===== config.mk =====
export PLATFORM = sky130hd
export DESIGN_NAME = ksw_loop2_seq
export DESIGN_NICKNAME = d
export VERILOG_FILES = /design/src/rtl/ksw_loop2_pkg.sv /design/src/rtl/ksw_loop2_pipe.sv /design/src/rtl/ksw_loop2_seq.sv
export SDC_FILE = /design/constraint.sdc
export NUM_CORES = 1
export LEC_CHECK = 0
export ABC_AREA = 1
export ABC_CLOCK_PERIOD_IN_PS = 2000
export BUFFER_PORTS_ARGS = -buffer_cell sky130_fd_sc_hd__buf_2
export CELL_PAD_IN_SITES_DETAIL_PLACEMENT = 0
export CELL_PAD_IN_SITES_GLOBAL_PLACEMENT = 1
export CORE_UTILIZATION = 30
export DETAILED_ROUTE_END_ITERATION = 16
export PLACE_DENSITY_LB_ADDON = 0.12
export RECOVER_POWER = 50
export SYNTH_ARGS = -nofsm -noshare
export SYNTH_HDL_FRONTEND = slang
export SYNTH_HIERARCHICAL = 1
export SYNTH_SLANG_ARGS = --single-unit

===== constraint.sdc =====
create_clock -name clk -period 2 [get_ports clk]
set_input_delay 0.1 -clock clk [delete_from_list [all_inputs] [get_ports clk]]
set_output_delay 0.1 -clock clk [all_outputs]
set_load 0.02 [all_outputs]

===== src/rtl/ksw_loop2_pkg.sv =====
// Shared types and defaults for the ksw loop_2 row sequencer.
package ksw_loop2_pkg;

    localparam int TW_DEF   = 10;   // vector index width
    localparam int NVEC_DEF = 126;  // vector entries per row

    typedef enum logic [1:0] {
        S_IDLE  = 2'd0,
        S_ISSUE = 2'd1,
        S_DRAIN = 2'd2
    } state_t;

    // One in-flight loop_2 index. The index field is TW_DEF wide, so the
    // sequencer's TW must not exceed TW_DEF.
    typedef struct packed {
        logic              vld;
        logic [TW_DEF-1:0] idx;
    } pipe_ent_t;

endpackage


===== src/rtl/ksw_loop2_pipe.sv =====
// LAT-deep {valid,index} delay line mirroring the loop_2 datapath latency.
// The whole line freezes while stall is high.
module ksw_loop2_pipe
    import ksw_loop2_pkg::*;
#(
    parameter int TW  = TW_DEF,
    parameter int LAT = 2
) (
    input  logic          clk,
    input  logic          rst_n,
    input  logic          stall,
    input  logic          in_vld,
    input  logic [TW-1:0] in_idx,
    output logic          out_vld,
    output logic [TW-1:0] out_idx,
    output logic          inner_vld   // any valid entry behind the tail
);

    pipe_ent_t [LAT-1:0] stg;
    pipe_ent_t           head;

    // Pack the issued index into a pipeline entry.
    always_comb begin
        head.vld = in_vld;
        head.idx = TW_DEF'(in_idx);
    end

    // Shift one stage per non-stalled cycle; reset discards everything in flight.
    always_ff @(posedge clk or negedge rst_n) begin
        if (!rst_n) begin
            stg <= '0;
        end else if (!stall) begin
            stg[0] <= head;
            for (int i = 1; i < LAT; i++) stg[i] <= stg[i-1];
        end
    end

    // Lets the sequencer see when the tail holds the last in-flight result.
    always_comb begin
        inner_vld = 1'b0;
        for (int i = 0; i < LAT - 1; i++) inner_vld = inner_vld | stg[i].vld;
    end

    assign out_vld = stg[LAT-1].vld;
    assign out_idx = TW'(stg[LAT-1].idx);

endmodule


===== src/rtl/ksw_loop2_seq.sv =====
// Row sequencer for ksw loop_2: walks t from r_st to r_en, tracks results
// through a LAT-cycle pipeline and strobes write-back in issue order.
// Optional build macro KSW_LOOP2_PERF_EN enables the busy/stall perf counters;
// without it perf_busy/perf_stall are tied to zero.
module ksw_loop2_seq
    import ksw_loop2_pkg::*;
#(
    parameter int TW   = TW_DEF,
    parameter int NVEC = NVEC_DEF,
    parameter int LAT  = 2
) (
    input  logic          clk,
    input  logic          rst_n,
    input  logic          start,
    input  logic [TW-1:0] r_st,
    input  logic [TW-1:0] r_en,
    input  logic          stall,
    output logic          busy,
    output logic [TW-1:0] t,
    output logic          rd_en,
    output logic          carry_ld,
    output logic          wr_en,
    output logic [TW-1:0] wr_t,
    output logic          done,
    output logic          err,
    output logic [15:0]   perf_busy,
    output logic [15:0]   perf_stall
);

    localparam logic [TW:0] NVEC_W = (TW+1)'(NVEC);

    state_t        state;
    logic [TW-1:0] st_q;
    logic [TW-1:0] en_q;
    logic          row_ok;
    logic          accept;
    logic          tail_vld;
    logic          inner_vld;
    logic [TW-1:0] tail_idx;

    assign row_ok   = (r_st <= r_en) && ({1'b0, r_en} < NVEC_W);
    assign accept   = (state == S_IDLE) && start && row_ok;
    assign busy     = (state != S_IDLE);
    // Issue and write-back react to stall in the same cycle.
    assign rd_en    = (state == S_ISSUE) && !stall;
    // t only climbs, so t==r_st marks the first issue even across stalls.
    assign carry_ld = rd_en && (t == st_q);
    assign wr_en    = tail_vld && !stall;
    assign wr_t     = tail_idx;

    // Row FSM: accept/reject in IDLE, walk t in ISSUE, wait for the tail in DRAIN.
    always_ff @(posedge clk or negedge rst_n) begin
        if (!rst_n) begin
            state <= S_IDLE;
            t     <= '0;
            st_q  <= '0;
            en_q  <= '0;
            done  <= 1'b0;
            err   <= 1'b0;
        end else begin
            done <= 1'b0;
            err  <= 1'b0;
            unique case (state)
                S_IDLE: begin
                    if (start) begin
                        if (row_ok) begin
                            st_q  <= r_st;
                            en_q  <= r_en;
                            t     <= r_st;
                            state <= S_ISSUE;
                        end else begin
                            done <= 1'b1;
                            err  <= 1'b1;
                        end
                    end
                end
                S_ISSUE: begin
                    if (!stall) begin
                        // Hold t at r_en on the last issue: no wrap past the row.
                        if (t == en_q) state <= S_DRAIN;
                        else           t     <= t + 1'b1;
                    end
                end
                S_DRAIN: begin
                    if (!stall && tail_vld && !inner_vld) begin
                        state <= S_IDLE;
                        done  <= 1'b1;
                    end
                end
                default: state <= S_IDLE;
            endcase
        end
    end

    ksw_loop2_pipe #(
        .TW  (TW),
        .LAT (LAT)
    ) u_pipe (
        .clk       (clk),
        .rst_n     (rst_n),
        .stall     (stall),
        .in_vld    (rd_en),
        .in_idx    (t),
        .out_vld   (tail_vld),
        .out_idx   (tail_idx),
        .inner_vld (inner_vld)
    );

`ifdef KSW_LOOP2_PERF_EN
    // Saturating busy/stall cycle counters, restarted by each accepted row.
    always_ff @(posedge clk or negedge rst_n) begin
        if (!rst_n) begin
            perf_busy  <= '0;
            perf_stall <= '0;
        end else if (accept) begin
            perf_busy  <= '0;
            perf_stall <= '0;
        end else if (busy) begin
            if (perf_busy != 16'hFFFF)           perf_busy  <= perf_busy + 16'd1;
            if (stall && perf_stall != 16'hFFFF) perf_stall <= perf_stall + 16'd1;
        end
    end
`else
    assign perf_busy  = '0;
    assign perf_stall = '0;
`endif

endmodule


== Word-level counts from Yosys, hierarchy flattened ==
Cells that the tools add are included.

* Add/sub/neg operators: 1
* Multipliers: 0
* Div/mod/pow operators: 0
* $lt $le $gt $ge: 2
* Eq/ne operators: 10
* Shifts and indexed selects: 0
* Muxes and demuxes: 16
* Bitwise operators: 0
* Reduce and logical (&&, ||, !) cells: 13

{| class="wikitable"
|+ Operators by type and width
! cell !! number
|-
| 10-bit 2-to-1 mux || 4
|-
| 10-bit equality test || 2
|-
| 10-bit one-hot mux with 2 select lines || 1
|-
| 10-bit by 1-bit adder with 10-bit output (second input constant) || 1
|-
| 10-bit <= comparator || 1
|-
| 10-bit by 7-bit < comparator with 1-bit output (second input constant) || 1
|-
| 2-bit 2-to-1 mux || 5
|-
| 2-bit != test (second input constant) || 5
|-
| 5-bit AND reduction || 2
|-
| 2-bit one-hot mux with 3 select lines || 1
|-
| 1-bit logical AND || 5
|-
| 1-bit 2-to-1 mux || 4
|-
| 2-bit nonzero test || 2
|-
| 3-bit AND reduction || 1
|-
| 2-bit by 1-bit equality test with 1-bit output (second input constant) || 1
|-
| 2-bit equality test (second input constant) || 1
|-
| 1-bit zero test || 2
|-
| 2-bit zero test || 1
|-
| 2-bit by 1-bit != test with 1-bit output (second input constant) || 1
|-
| 1-bit one-hot mux with 2 select lines || 1
|}

* Register bits: 56
* Latch bits: 0
* Memory bits (writable): 0
* ROM bits: 0
* Bits of input ports: 24
* Output and inout bits: 58
* Word-level logic and storage cells: 52
* Memories kept: 0

== Logic depth before layout (Yosys ltp) ==
Gate-level depths: netlist of the first run.

* Depth in word-level cells: 5
* Depth in mapped cells: 14
* Depth with buffers taken out: 14

== By module ==
Netlist of the first run, hierarchy kept.

{| class="wikitable"
|+ Modules (own cells, without submodules)
! module !! times used !! cells each !! area each (um^2) !! sequential area each (um^2)
|-
| ksw_loop2_seq || 1 || 367 || 2670.1 || 850.8
|-
| ksw_loop2_pipe || 1 || 103 || 914.6 || 550.5
|}

== Worst setup path after synthesis of the first run ==
Ideal clock, no wire load.

* Path type: reg-to-output
* Start point: register state[0]
* End point: output carry_ld
* Arrival: 1.482 ns
* Slack: 0.418 ns
* Stages on the path, launching flop included: 8
* Path through: dfrtp_1 inv_1 nor2_4 inv_1 buf_2 nor2_2 nand4_1 nor2_1

* Word-level cells in the longest chain between the ends: 3

{| class="wikitable"
|+ Ends and longest elaborated chain
! item !! line !! text
|-
| start: declaration || ksw_loop2_seq.sv:32 || <nowiki>state_t state;</nowiki>
|-
| start signal: assignment || ksw_loop2_seq.sv:54 || <nowiki>state <= S_IDLE;</nowiki>
|-
| start signal: assignment || ksw_loop2_seq.sv:70 || <nowiki>state <= S_ISSUE;</nowiki>
|-
| start signal: assignment || ksw_loop2_seq.sv:80 || <nowiki>if (t == en_q) state <= S_DRAIN;</nowiki>
|-
| 2-bit by 1-bit equality test with 1-bit output || ksw_loop2_seq.sv:45 || <nowiki>assign rd_en = (state == S_ISSUE) && !stall;</nowiki>
|-
| 1-bit logical AND || ksw_loop2_seq.sv:45 ||
|-
| named net rd_en || ksw_loop2_seq.sv:20 || <nowiki>output logic rd_en,</nowiki>
|-
| 1-bit logical AND || ksw_loop2_seq.sv:47 || <nowiki>assign carry_ld = rd_en && (t == st_q);</nowiki>
|-
| end: declaration || ksw_loop2_seq.sv:21 || <nowiki>output logic carry_ld,</nowiki>
|}

The timed path passes the listed nets, and every way through them passes these cells.

== Final worst setup path of the first run ==
* Start point: register t[4]
* End point: output carry_ld

* Word-level cells in the longest chain between the ends: 2

{| class="wikitable"
|+ Ends and longest elaborated chain
! item !! line !! text
|-
| start: declaration || ksw_loop2_seq.sv:19 || <nowiki>output logic [TW-1:0] t,</nowiki>
|-
| start signal: assignment || ksw_loop2_seq.sv:69 || <nowiki>t <= r_st;</nowiki>
|-
| start signal: assignment || ksw_loop2_seq.sv:81 || <nowiki>else t <= t + 1'b1;</nowiki>
|-
| 10-bit equality test || ksw_loop2_seq.sv:47 ||
|-
| 1-bit logical AND || ksw_loop2_seq.sv:47 ||
|}

Every way passes these cells.

==> results of run 1 <==
==> worst register-to-register path, cell delays in order (launching register included) <==
cell and delay (ns):
dfrtp_1 0.52, ha_1 0.22, nand2_1 0.08, nor2_2 0.13, nand3_1 0.16, nor2_1 0.13
nand2_1 0.06, nand3_1 0.08, nand2_1 0.05, nand4_1 0.10, nand2_1 0.07
==> state kept, by name (all words and copies together) (netlist names) <==
register          flops
u_pipe/inner_vld      1
state                 2
err                   1
st_q                 10
u_pipe/out_idx       10
u_pipe/out_vld        1
en_q                 10
done                  1
t                    10
u_pipe/stg           10
==> layout make-up <==
class,instances,share of cell area (%)
tap,143,4.54
multi-input combinational,325,41.1
sequential,56,35.6
inverter,62,5.91
clock inverter,3,0.540
clock buffer,5,3.18
timing repair buffer,65,9.15
==> stage by stage <==
step,utilization [%],total power (W)
3_3_place_gp,33.0,0.00420
4_1_cts,34.3,0.00513
3_5_place_dp,33.0,0.00421
2_1_floorplan,-,0.00363
6_report,34.2,0.00503
5_1_grt,34.2,0.00548
==> cell families (layout without fill, tap and decap cells) <==
family          Yosys count  after routing
other cells               1             32
flops                    56             56
compound gates           29             29
buf+inv                 120            135
xor+xnor                 14             14
simple gates            239            239
fa+ha+maj                11             11
==> cell usage in the layout (no fill, tap or decap), types with 2 or more instances in the layout <==
master       n
buf_2       35
inv_2        6
nand4_1     15
a21oi_1      2
nor2_1      13
buf_12       2
dfrtp_1     55
nor2_2       6
nand3_1     13
xor2_1       9
conb_1      32
nand3_2      2
o21ai_2      5
xnor2_1      5
o21ai_0     10
a21oi_2      3
o21ai_1      6
clkbuf_1    18
nor2_4       3
nand2_2      5
ha_1        11
buf_4        9
inv_1       55
clkbuf_16    5
nand2_1    176
==> how the worst max path moves through the flow <==
| stage | to | slack, ns |
|---|---|---|
| 2_1_floorplan | carry_ld | 0.42 |
| 3_3_place_gp | t[1] | 0.25 |
| 3_5_place_dp | t[8] | 0.21 |
| 4_1_cts | carry_ld | 0.08 |
| 5_1_grt | carry_ld | 0.006 |
| 6_report | carry_ld | 0.12 |
==> power by group through the flow <==
stage	combinational, W	sequential [W]	clock [W]
after floorplan	0.00162	0.00201	0
after global placement	0.00221	0.00199	0
after detailed placement	0.00222	0.00199	0
after CTS	0.00223	0.00197	0.000929
after global routing	0.00246	0.00203	0.000987
final	0.00217	0.00195	0.000901
==> per-layer routing <==
layer  track usage (%)  wire length, um  vias to the layer above
met1              20.2             4190                     1251
met2              23.0             3800                       65
met5                 0                0                        -
li1                  -                -                     1453
met3              2.35              338                        5
met4              2.97               57                        0
==> timing repair <==
item / 4_1_cts / 5_1_grt
hold buffers: 1 / 0
endpoints found under the hold margin: 24 / 0
gates resized for setup: 0 / 1
endpoints found under the setup margin: 0 / 1
setup buffers: 0 / 2
==> flow_summary.json, run 1 <==
{
  "fp.coreArea_um2": 11500,
  "synth_compound_area_share_pct": 5.06,
  "syn-cell-area_um2": 3580,
  "crit_type": "reg -> out",
  "remaining_drc_errors": 10,
  "path_depth": 6,
  "synth_top_area_cell": "dfrtp_1",
  "postLayoutCellArea_um2": 3940,
  "hold_viol": 0,
  "viasPerCell": 4.21,
  "cp_slowest_cell": "dfrtp_1",
  "synth_cells": 470,
  "violations": "DRC, capacitance limit, slew limit",
  "nNetsFinal": 550,
  "fp.dieH_um": 111,
  "path_clk_slew_ns": 0.08,
  "r2r_setup_slack_ns": 0.31,
  "gp_congestion": 0.762,
  "ant_nets": 0,
  "drt_wl_total_um": 8380,
  "dpl.hpwl_um": 6370,
  "internal_power_w": 0.00281,
  "p_sw_share_pct": 44.2,
  "port_buffers": 49,
  "num_vias": 2774,
  "endpoint_kind": "output port",
  "wl_per_cell_um": 12.7,
  "critPathLaunch": "t[4]",
  "crit_required_ns": 1.90,
  "cts.sink_count": 56,
  "layout_setup_ws_ns": 0.122,
  "fin_skew_ns": 0.00404,
  "synth_common_cells": "176 x nand2_1, 56 x dfrtp_1, 55 x inv_1, 46 x buf_4, 15 x nand4_1",
  "drive_gt1_share_pct": 17.1,
  "crit_arrival_ns": 1.78,
  "timing.setup.tns_ns": 0,
  "drv_cap": 1,
  "max_freq_mhz": 533,
  "row_count": 39,
  "p_seq_share_pct": 38.9,
  "dieArea_um2": 12400,
  "synth-simple-area-share_pct": 29.5,
  "grt_pass1_wl_um": 13800,
  "crit_buf_inv": 2,
  "hp-start": "r_st[6]",
  "vdd_drop_max_mv": 0.356,
  "holdPathStages": 3,
  "power_switching_w": 0.00222,
  "initial_core_util_pct": 31.1,
  "first_global_vias": 2635,
  "clk_latency_ns": 0.29,
  "ios": 82,
  "synth_fa_ha_area_share_pct": 3.84,
  "critPathLaunchType": "flip-flop",
  "track_usage_pct": 14.3,
  "multi_input_area_um2": 1620,
  "yosysWarnings": 6,
  "nFillCells": 1301,
  "layout.cells.non_filler": 659,
  "slowest_delay_ns": 0.49,
  "clkPwrFrac_pct": 17.9,
  "overflow": 0,
  "ys_ff_latch": 56,
  "worst_slew_pin_slew_ns": 1.53,
  "die_x_um": 111,
  "pwr-share-comb_pct": 43.2,
  "worstReg2RegEnd": "t[8]",
  "netlist.area_leader.share_pct": 39.1,
  "yosys.area_share.xor_xnor_pct": 3.42,
  "synth_mux_area_share_pct": 0,
  "ys_seq_area_share_pct": 39.1,
  "syn_area_per_cell_um2": 7.63,
  "holdPathEnd": "st_q[6]",
  "placed_area_um2": 3800,
  "synth_most_common_cell": "nand2_1",
  "drtIter0Drc": 122,
  "grt_max_degree": 33,
  "path_cells": "xor2_1, nor4_1, buf_4, nand4_1, nor2_1, buf_2",
  "hold_path_class": "in -> reg",
  "async_reset_ff_share_pct": 100,
  "drt-pass1-iter-count": 10,
  "dp.cells": 648,
  "yosys-top-cells-area": "dfrtp_1 39%, nand2_1 18%, buf_4 9.6%",
  "setup_viol": 0,
  "cts_tree": "yes",
  "seqCellArea_um2": 1400,
  "cellPowerDensity_nw_per_um2": 1280,
  "outcome": "complete, but fails checks",
  "h-tree-depth": 2,
  "finalCritPeriodShare_pct": 93.9,
  "clockBufferDepth": 2,
  "r2r_start": "t[0]",
  "rr_worst_depth": 10,
  "hold_ws_ns": 0.0709,
  "diodes": 0,
  "antenna_found_initial": 0,
  "ys_types": 33,
  "ys.flop_type": "dfrtp_1",
  "dp_slack_ns": 0.213,
  "slew_headroom_pct": -1.81,
  "cts_buffers": 5,
  "cts-root-buf": "clkbuf_16",
  "p_leak_nw": 2.18,
  "syn_to_final_growth_pct": 9.88,
  "worst-path-max-fanout": 6,
  "cpLargestDelayFamily": "flip-flops",
  "synth-edff-count": 0,
  "fin_crit_ns": 1.88,
  "drv_slew": 25,
  "rsz0062_at_grt": "no",
  "synth_top_family_by_area": "simple AND/OR/NAND/NOR gates"
}
Note: power is estimated with default switching activity, not from simulation.
==> inputs of run 2 (changes only) <==
--- a/config.mk
+++ b/config.mk
@@ -7,7 +7,7 @@
 export LEC_CHECK = 0
 export ABC_AREA = 1
 export ABC_CLOCK_PERIOD_IN_PS = 2000
-export BUFFER_PORTS_ARGS = -buffer_cell sky130_fd_sc_hd__buf_2
+export BUFFER_PORTS_ARGS = -buffer_cell sky130_fd_sc_hd__clkbuf_2
 export CELL_PAD_IN_SITES_DETAIL_PLACEMENT = 0
 export CELL_PAD_IN_SITES_GLOBAL_PLACEMENT = 1
 export CORE_UTILIZATION = 30
==> flow_summary.json, run 2 (synthesis results as in run 1) <==
{
  "grt_max_degree": 37,
  "drtIter0Drc": 115,
  "nNetsFinal": 551,
  "placed_area_um2": 3780,
  "vdd_drop_max_mv": 0.421,
  "track_usage_pct": 14.2,
  "hp-start": "r_st[6]",
  "worst_slew_pin_slew_ns": 1.30,
  "layout_setup_ws_ns": 0.121,
  "total_power_w": 0.00507,
  "wl_per_cell_um": 12.5,
  "fin_crit_ns": 1.88,
  "final_cell_mix": "176 x nand2_1, 56 x inv_1, 54 x dfrtp_1, 35 x clkbuf_2, 32 x conb_1",
  "syn_to_final_growth_pct": 10.7,
  "max_freq_mhz": 532,
  "row_count": 39,
  "timing.setup.tns_ns": 0,
  "rr_worst_depth": 10,
  "holdPathStages": 3,
  "grt_pass1_wl_um": 13700,
  "cp_slowest_cell": "dfrtp_2",
  "clockBufferDepth": 2,
  "violations": "DRC",
  "initial_core_util_pct": 31.1,
  "hold_viol": 0,
  "drt_wl_total_um": 8280,
  "cpLargestDelayFamily": "simple AND/OR/NAND/NOR gates",
  "clk_latency_ns": 0.29,
  "dpl.hpwl_um": 6390,
  "setup_viol": 0,
  "cts.sink_count": 56,
  "cts_tree": "yes",
  "fp.coreArea_um2": 11500,
  "crit_arrival_ns": 1.78,
  "hold_path_class": "in -> reg",
  "r2r_start": "t[0]",
  "postLayoutCellArea_um2": 3970,
  "diodes": 0,
  "layout.cells.non_filler": 660,
  "outcome": "complete, but fails checks",
  "mostFrequentLayoutCell": "nand2_1",
  "remaining_drc_errors": 8,
  "antenna_found_initial": 0,
  "fin_skew_ns": 0.00391,
  "cts_buffers": 5,
  "h-tree-depth": 2,
  "r2r_setup_slack_ns": 0.31,
  "worst-path-max-fanout": 5,
  "seqCellArea_um2": 1400,
  "slowest_delay_ns": 0.46,
  "multi_input_area_um2": 1620,
  "port_buffers": 49,
  "first_global_vias": 2681,
  "overflow": 0,
  "crit_buf_inv": 2,
  "holdPathEnd": "st_q[6]",
  "ios": 82,
  "crit_required_ns": 1.90,
  "crit_type": "reg -> out",
  "dieArea_um2": 12400,
  "gp_congestion": 0.767,
  "dp.cells": 646,
  "finalCritPeriodShare_pct": 94.0,
  "endpoint_kind": "output port",
  "worstReg2RegEnd": "t[8]",
  "nFillCells": 1279,
  "drv_cap": 0,
  "dp_slack_ns": 0.191,
  "p_leak_nw": 2.21,
  "cp_common_cell": "buf_4",
  "cellPowerDensity_nw_per_um2": 1280,
  "fp.dieH_um": 111,
  "num_vias": 2762,
  "cts-root-buf": "clkbuf_16",
  "viasPerCell": 4.18,
  "critPathLaunchType": "flip-flop",
  "ant_nets": 0,
  "slew_headroom_pct": 13.5,
  "drive_gt1_share_pct": 18.2,
  "path_clk_slew_ns": 0.07,
  "path_cells": "xor2_1, nor4_1, buf_4, nand4_1, nor2_1, buf_4",
  "die_x_um": 111,
  "drt-pass1-iter-count": 10,
  "drv_slew": 0
}
run 2: cell types whose count changed in the layout (fill, tap and decap cells not counted):
cell	previous run	this run
inv_2	6	5
buf_2	35	0
clkbuf_2	0	35
clkbuf_1	18	13
clkinvlp_4	1	0
dfrtp_2	1	2
clkinv_4	0	1
buf_4	9	15
inv_1	55	56
dfrtp_1	55	54
run 2: area by class of cell:
class                   instances  share of cell area [%]
clock inverters                 3                   0.568
multi-input cells             325                    40.8
inverters                      62                    5.87
well taps                     143                    4.51
repair buffers                 66                    9.74
flip-flops and latches         56                    35.4
clock buffers                   5                    3.15
run 2: tightest hold or removal path: cells and delay by family:
family                 cells  cell delay, ns
buffers and inverters      2            0.18
AO/OA/AOI/OAI              1            0.05
run 2: worst max-delay path by stage:
| stage | start | end | slack (ns) | cells past startpoint |
|---|---|---|---|---|
| detailed placement | r_st[9] | t[9] | 0.19 | 12 |
| finish | t[1] | carry_ld | 0.12 | 6 |
| CTS | t[1] | carry_ld | 0.05 | 6 |
| global placement | r_st[9] | t[6] | 0.23 | 12 |
| floorplan | state[0] | carry_ld | 0.42 | 7 |
| global route | t[1] | carry_ld | -0.0003 | 6 |
run 2: power by group:
part	switching [W]	internal, W	leakage, nW
Combinational	0.00140	0.000823	1.42
Sequential	0.000392	0.00156	0.707
Clock	0.000422	0.000470	0.0742
run 2: per-stage QoR:
| stage | hold WS, ns | utilization [%] |
|---|---|---|
| 2_1_floorplan | -0.196 | - |
| 3_3_place_gp | 0.135 | 32.9 |
| 3_5_place_dp | 0.134 | 32.9 |
| 4_1_cts | 0.0562 | 34.3 |
| 5_1_grt | 0.0774 | 34.5 |
| 6_report | 0.0669 | 34.5 |
run 2: per-layer routing:
metal	vias to the layer above	share of wire (%)	global-route usage [%]	routed length (um)
li1	1458	-	-	-
met1	1237	51	18.8	4210
met2	58	45	23.6	3700
met3	9	3.0	1.97	248
met4	0	1.5	5.14	123
met5	-	0	0	0
run 2: what timing repair did:
item,in CTS,in global routing
pin swaps,1,1
hold buffers,1,0
setup endpoints to repair,1,1
resized for setup,0,4
setup buffers,1,4
hold endpoints to repair,20,0
==> inputs of run 3 (changes only) <==
--- a/config.mk
+++ b/config.mk
@@ -11,7 +11,9 @@
 export CELL_PAD_IN_SITES_DETAIL_PLACEMENT = 0
 export CELL_PAD_IN_SITES_GLOBAL_PLACEMENT = 1
 export CORE_UTILIZATION = 30
+export CTS_CLUSTER_DIAMETER = 40
 export DETAILED_ROUTE_END_ITERATION = 16
+export MAX_ROUTING_LAYER = met4
 export PLACE_DENSITY_LB_ADDON = 0.12
 export RECOVER_POWER = 50
 export SYNTH_ARGS = -nofsm -noshare
==> flow_summary.json, run 3 (synthesis results as in run 1) <==
{
  "outcome": "complete, but fails checks",
  "violations": "DRC",
  "initial_core_util_pct": 31.1,
  "gp_congestion": 0.777,
  "endpoint_kind": "output port",
  "syn_to_final_growth_pct": 10.7,
  "slew_headroom_pct": 12.6,
  "layout.cells.non_filler": 660,
  "num_vias": 2765,
  "final_cell_mix": "176 x nand2_1, 56 x inv_1, 54 x dfrtp_1, 34 x clkbuf_2, 32 x conb_1",
  "clockBufferDepth": 2,
  "port_buffers": 49,
  "nFillCells": 1278,
  "cellPowerDensity_nw_per_um2": 1280,
  "grt_max_degree": 37,
  "h-tree-depth": 2,
  "fp.coreArea_um2": 11500,
  "drv_cap": 0,
  "diodes": 0,
  "viasPerCell": 4.19,
  "worst_slew_pin_slew_ns": 1.31,
  "cts-root-buf": "clkbuf_16",
  "p_leak_nw": 2.20,
  "finalCritPeriodShare_pct": 94.5,
  "critPathLaunchType": "flip-flop",
  "dieArea_um2": 12400,
  "ant_nets": 0,
  "fin_skew_ns": 0.00380,
  "worst-path-max-fanout": 5,
  "remaining_drc_errors": 8,
  "drtIter0Drc": 105,
  "wl_per_cell_um": 12.5,
  "antenna_found_initial": 0,
  "path_clk_slew_ns": 0.08,
  "cts_buffers": 5,
  "crit_arrival_ns": 1.79,
  "mostFrequentLayoutCell": "nand2_1",
  "drt_wl_total_um": 8260,
  "track_usage_pct": 14.6,
  "max_freq_mhz": 529,
  "drive_gt1_share_pct": 18.2,
  "drv_slew": 0,
  "hold_viol": 0,
  "grt_pass1_wl_um": 13700,
  "clk_latency_ns": 0.29,
  "hold_path_class": "in -> reg",
  "row_count": 39,
  "setup_viol": 0,
  "first_global_vias": 2681,
  "crit_type": "reg -> out",
  "cts_tree": "yes",
  "dp.cells": 646,
  "timing.setup.tns_ns": 0,
  "fin_crit_ns": 1.89,
  "overflow": 0,
  "fin_util_pct": 34.5,
  "crit_required_ns": 1.90,
  "ios": 82,
  "fp.dieH_um": 111,
  "dpl.hpwl_um": 6390,
  "die_x_um": 111,
  "drt-pass1-iter-count": 10,
  "cts.sink_count": 56,
  "nNetsFinal": 551,
  "vdd_drop_max_mv": 0.420
}
[run 3: cell count changes in the layout (fill, tap and decap cells not counted)]
cell      delta
clkbuf_1     +1
nor2_1       -1
nor2_2       +1
clkbuf_2     -1
[run 3: worst max-delay path, stage by stage (launching register included)]
cell and delay (ns):
dfrtp_2 0.46, xor2_1 0.17, nor4_1 0.31, buf_4 0.17, nand4_1 0.10, nor2_2 0.14, buf_4 0.15
[run 3: final cells by class]
| class | instances | area [um2] | area share (%) |
|---|---|---|---|
| Clock inverter | 3 | 22.5 | 0.567 |
| Timing Repair Buffer | 66 | 385 | 9.71 |
| Multi-Input combinational cell | 325 | 1620 | 40.8 |
| Inverter | 62 | 233 | 5.86 |
| Clock buffer | 5 | 125 | 3.15 |
| Tap cell | 143 | 179 | 4.51 |
| Sequential cell | 56 | 1400 | 35.4 |
[run 3: through the flow]
stage / setup slack [ns] / hold WS [ns] / total power (W) / area (um2)
5_1_grt: -0.00209 / 0.0776 / 0.00553 / 3970
2_1_floorplan: 0.418 / -0.196 / 0.00363 / 3700
4_1_cts: 0.0495 / 0.0562 / 0.00513 / 3950
3_5_place_dp: 0.191 / 0.134 / 0.00419 / 3780
6_report: 0.110 / 0.0644 / 0.00507 / 3970
3_3_place_gp: 0.232 / 0.135 / 0.00418 / 3780
[run 3: per-layer routing]
layer  share of wire [%]  wire [um]  vias to the layer above  GRT usage (%)
met2                  45       3700                       60           23.6
met5                   0          0                        -              -
met1                  51       4190                     1239           19.0
li1                    -          -                     1457              -
met4                 1.4        118                        0           4.32
met3                 3.1        256                        9           2.30
[run 3: worst paths after layout]
kind	start	cells past startpoint	to	slack, ns
max	t[1]	6	carry_ld	0.11
min	r_st[6]	3	st_q[6]	0.06
max reg2reg	t[0]	10	t[8]	0.31
min reg2reg	u_pipe/stg[3]	2	u_pipe/out_idx[3]	0.47
max in group asynchronous	rst_n	3	t[1]	0.56
min in group asynchronous	rst_n	2	u_pipe/out_idx[1]	0.61
[run 3: what timing repair did]
action | in CTS | in global routing
pin swaps | 1 | 2
buffers inserted | 1 | 4
gates resized for setup | 0 | 5
setup endpoints to repair | 1 | 1
hold endpoints to repair | 20 | 0
hold buffers | 1 | 0
[run 3: power by group]
part           internal [W]  switching [W]  leakage (nW)
registers           0.00156       0.000392         0.707
logic              0.000823        0.00140          1.42
clock network      0.000470       0.000426        0.0742
total               0.00286        0.00222          2.20
